$ cat src/rtl/serial_subtractor.sv
`default_nettype none
// ============================================================================
// Module   : serial_subtractor
// Purpose  : Bit-serial WIDTH-bit subtractor (a - b), one bit per clock,
//            LSB first, built from a full-subtractor cell and a borrow flop.
//            Optional signed overflow flag when SERIAL_SUB_OVF_EN is defined;
//            otherwise ovf is tied low.
// Revision : 1.0 - initial release
// ============================================================================
module serial_subtractor #(
  parameter int WIDTH = 8
) (
  input  logic             clk,
  input  logic             rst,
  input  logic             start,
  input  logic [WIDTH-1:0] a,
  input  logic [WIDTH-1:0] b,
  output logic             busy,
  output logic             done,
  output logic [WIDTH-1:0] diff,
  output logic             bout,
  output logic             sout,
  output logic             ovf
);

  localparam int CW = (WIDTH > 2) ? $clog2(WIDTH) : 1;
  localparam logic [CW-1:0] C_LAST = CW'(WIDTH - 1);

  localparam logic [1:0] S_IDLE  = 2'd0;
  localparam logic [1:0] S_SHIFT = 2'd1;
  localparam logic [1:0] S_DONE  = 2'd2;

  logic [1:0]       r_state;
  logic [1:0]       w_next_state;
  logic [WIDTH-1:0] r_ra;
  logic [WIDTH-1:0] r_rb;
  logic [WIDTH-1:0] r_rr;
  logic             r_br;
  logic [CW-1:0]    r_cnt;
  logic [WIDTH-1:0] r_diff;
  logic             r_bout;

  logic w_accept;
  logic w_last;
  logic w_d;
  logic w_br_next;

  // start is only honoured while no operation is being shifted
  assign w_accept  = start && (r_state != S_SHIFT);
  assign w_last    = (r_state == S_SHIFT) && (r_cnt == C_LAST);

  // Full-subtractor cell on the current LSBs and the stored borrow
  assign w_d       = r_ra[0] ^ r_rb[0] ^ r_br;
  assign w_br_next = (~r_ra[0] & r_rb[0]) | (~(r_ra[0] ^ r_rb[0]) & r_br);

  // State register
  always_ff @(posedge clk) begin
    if (rst) r_state <= S_IDLE;
    else     r_state <= w_next_state;
  end

  // Next-state logic
  always_comb begin
    w_next_state = r_state;
    case (r_state)
      S_IDLE:  if (start) w_next_state = S_SHIFT;
      S_SHIFT: if (w_last) w_next_state = S_DONE;
      S_DONE:  w_next_state = start ? S_SHIFT : S_IDLE;
      default: w_next_state = S_IDLE;
    endcase
  end

  // Output decode; sout is gated so it only shows a bit while shifting
  always_comb begin
    busy = (r_state == S_SHIFT);
    done = (r_state == S_DONE);
    sout = (r_state == S_SHIFT) & w_d;
  end

  // Operand shift registers, borrow flop, result shifter and bit counter
  always_ff @(posedge clk) begin
    if (rst) begin
      r_ra  <= '0;
      r_rb  <= '0;
      r_rr  <= '0;
      r_br  <= 1'b0;
      r_cnt <= '0;
    end else if (w_accept) begin
      r_ra  <= a;
      r_rb  <= b;
      r_br  <= 1'b0;
      r_cnt <= '0;
    end else if (r_state == S_SHIFT) begin
      r_ra  <= r_ra >> 1;
      r_rb  <= r_rb >> 1;
      r_rr  <= {w_d, r_rr[WIDTH-1:1]};
      r_br  <= w_br_next;
      r_cnt <= r_cnt + CW'(1);
    end
  end

  // Results are captured only on the final bit so they hold between operations
  always_ff @(posedge clk) begin
    if (rst) begin
      r_diff <= '0;
      r_bout <= 1'b0;
    end else if (w_last) begin
      r_diff <= {w_d, r_rr[WIDTH-1:1]};
      r_bout <= w_br_next;
    end
  end

  assign diff = r_diff;
  assign bout = r_bout;

`ifdef SERIAL_SUB_OVF_EN
  logic r_sa;
  logic r_sb;
  logic r_ovf;

  // Operand signs are captured at acceptance; overflow is judged on the last bit
  always_ff @(posedge clk) begin
    if (rst) begin
      r_sa  <= 1'b0;
      r_sb  <= 1'b0;
      r_ovf <= 1'b0;
    end else begin
      if (w_accept) begin
        r_sa <= a[WIDTH-1];
        r_sb <= b[WIDTH-1];
      end
      if (w_last) r_ovf <= (r_sa ^ r_sb) & (w_d ^ r_sa);
    end
  end

  assign ovf = r_ovf;
`else
  assign ovf = 1'b0;
`endif

endmodule
`default_nettype wire

$ cat config.mk
export PLATFORM = sky130hd
export DESIGN_NAME = serial_subtractor
export DESIGN_NICKNAME = d
export VERILOG_FILES = /design/src/rtl/serial_subtractor.sv
export SDC_FILE = /design/constraint.sdc
export NUM_CORES = 1
export LEC_CHECK = 0
export CORE_ASPECT_RATIO = 1.5
export CORE_UTILIZATION = 46
export DETAILED_ROUTE_END_ITERATION = 6
export HOLD_SLACK_MARGIN = 0.06
export PLACE_DENSITY_LB_ADDON = 0.1
export SYNTH_ARGS = -nofsm -noshare
export SYNTH_HDL_FRONTEND = slang
export SYNTH_SLANG_ARGS = --single-unit
$ cat constraint.sdc
create_clock -name clk -period 2.3 [get_ports clk]
set_clock_uncertainty 0.15 [all_clocks]
set_input_delay 0.46 -clock clk [delete_from_list [all_inputs] [get_ports clk]]
set_output_delay 0.46 -clock clk [all_outputs]
set_load 0.02 [all_outputs]
==> results.ini <==
[outcome]
status = finished, final reports clean

[detailed_routing]
vias = 1251
drc = 0
vias_per_cell = 5.148
ant_nets = 0
first_iter_violations = 16
dr.pass1.iters = 3
wl_um = 2959
wl_per_cell_um = 12.18

[global_route]
grt.busiest_layer = met2
grt.overflow.total = 0
grt_max_degree = 40
use_met3_pct = 6.135
grt_pass1_wl_um = 4981
grtUsageTotal_pct = 18.24
gr-usage-met1_pct = 17.92
grtUsageMet2_pct = 33.63
grt_antenna_before_repair = 0
first_global_vias = 1210

[setup_path]
critPathCaptureType = output port
cp_slowest_stage_delay_ns = 0.61
cp.required_ns = 1.69
critPathLaunchType = flip-flop
crit_path_cell_trace = nand2b_4 -> inv_2 -> clkdlybuf4s50_1
slowest_stage = clkdlybuf4s50_1
arrival_ns = 1.50
crit_path_max_fanout = 6
critical_path_class = flip-flop to output port

[floorplan]
ioPinCount = 32
rows = 26
dieHeight_um = 74.58
fp.dieW_um = 50.39
coreArea_um2 = 3383
initial_utilization_pct = 47.74
dieArea_um2 = 3757

[sta]
finalHoldViolCount = 0
finalCriticalPeriod_ns = 2.112
fin_crit_sh_pct = 91.82
timing.final.ws_setup_ns = 0.1882
fmax_mhz = 473.5
rsz0062_at_grt = false
setup_tns_ns = 0
hold_ws_ns = 0.3083
drv_slew = 0
setup_viol = 0

[yosys]
syn_area_um2 = 1615
ys_types = 25
ys_warn_count = 0
synth_area_leaders = dfxtp_1 47%, mux2i_1 9.9%, a211oi_2 8.5%
synth_seq_area_share_pct = 47.10
syn-num-nets = 194
synth_top_cell_area_share_pct = 47.10
synth_seq_cells = 38
yosys.area.top_type = dfxtp_1
syn_inst = 172
syn_avg_cell_area_um2 = 9.391

[clock_network]
clockBufferDepth = 2
h-tree-depth = 2
root_buffer = clkbuf_8
cts_buffers = 5
cts_hold_buffers = 0
clk_pin_slew_worst_paths_ns = 0.07
clock_sinks = 38
clk_latency_ns = 0.29
cts_tree = done

[cells_and_area]
num_antenna_cells = 0
drive_above_1_share_pct = 12.44
final_nets = 222
syn_to_final_growth_pct = 24.63

[pwr]
total_power_mw = 1.347
power.density_nw_per_um2 = 669.0
ir_drop_mv = 0.5155
leakage_nw = 0.7727

[placement]
place_congestion = 0.7652
dp_hpwl_um = 2035
place_ws_ns = 0.08486
io_buffers = 30

[min_path]
hp-class = flip-flop to flip-flop

[flow_run]
maxCapViolCount = 0

-- synth_stat cells --
master and n:
dfxtp_1 38, nand2_1 32, a21oi_1 19, nor2_1 17, mux2i_1 16, a211oi_2 11, a211oi_1 4, buf_2 4
buf_4 4, inv_1 4, nand3b_1 4, buf_6 2, clkbuf_1 2, ha_1 2, nand2b_1 2, nor3_1 2
a2bb2oi_1 1, and3b_1 1, buf_1 1, conb_1 1, fa_1 1, inv_2 1, nand2b_4 1, nor2b_1 1
or3_1 1
-- metrics by stage --
stage | area, um^2 | std cells | util (%)
finish | 2013 | 243 | 59.50
floorplan | 1615 | 172 | -
detailed placement | 1927 | 235 | 56.95
global route | 2013 | 243 | 59.50
CTS | 2017 | 243 | 59.62
global placement | 1927 | 235 | 56.95
-- registers in the layout, summed over array words and instances (netlist names) --
name,flops
r_cnt,3
r_ra,8
r_state,2
diff,8
r_rb,8
bout,1
r_rr,7
r_br,1
-- layout make-up --
class	instances	area, um^2
clock buffers	7	86.33
well taps	42	52.55
fillers	317	1370
clock inverters	1	5.005
inverters	5	18.77
flip-flops and latches	38	760.7
multi-input cells	116	752.0
repair buffers	34	337.8
-- critical path: cells and delay by family (launching register included) --
kind / cells / cell delay (ns)
buffers and inverters: 2 / 0.71
DFF: 1 / 0.43
and+or+nand+nor: 1 / 0.07
-- cell usage in the layout, fill, tap and decap left out, types with 3 or more instances in the layout --
master	n
nand2_1	32
buf_4	3
dfxtp_1	38
a21oi_1	19
nand3b_1	4
clkdlybuf4s50_1	29
mux2i_1	16
inv_1	4
nor2_1	17
a211oi_2	11
a211oi_1	4
clkbuf_8	6
-- metal layers --
layer / up-vias / wire (um)
met5: - / 0
met4: 0 / 63
met3: 6 / 112
met2: 25 / 1550
met1: 586 / 1234
li1: 634 / -
-- cells by family after synthesis --
group / Yosys count / synth area share (%)
DFF: 38 / 47.10
adders and majority gates: 3 / 2.788
muxes: 16 / 9.915
and+or+nand+nor: 61 / 16.81
other: 1 / 0.2322
AOI/OAI and AO/OA: 35 / 16.81
buffers and inverters: 18 / 6.351
-- final timing paths --
kind / from / end / slack [ns] / depth (start not counted)
max reg2reg: r_cnt[0]$_SDFFE_PP0N_ / bout$_SDFFE_PP0P_ / 0.70 / 5
max: r_state[0]$_SDFFE_PP0P_ / busy / 0.19 / 3
min: diff[3]$_SDFFE_PP0P_ / diff[3]$_SDFFE_PP0P_ / 0.31 / 2
min reg2reg: diff[3]$_SDFFE_PP0P_ / diff[3]$_SDFFE_PP0P_ / 0.31 / 2
-- where the power goes --
group | total, mW | internal [mW] | leakage, nW | switching (mW)
Combinational | 0.174 | 0.0857 | 0.414 | 0.0878
Sequential | 0.709 | 0.690 | 0.310 | 0.0189
Clock | 0.465 | 0.242 | 0.0482 | 0.223
-- repair_timing --
action                     CTS  global route
setup endpoints to repair    1             1
buffers inserted             0             0
gates cloned                 0             0
gates resized for setup      1             2
pin swaps                    0             0
Note: power is estimated with default switching activity, not from simulation.
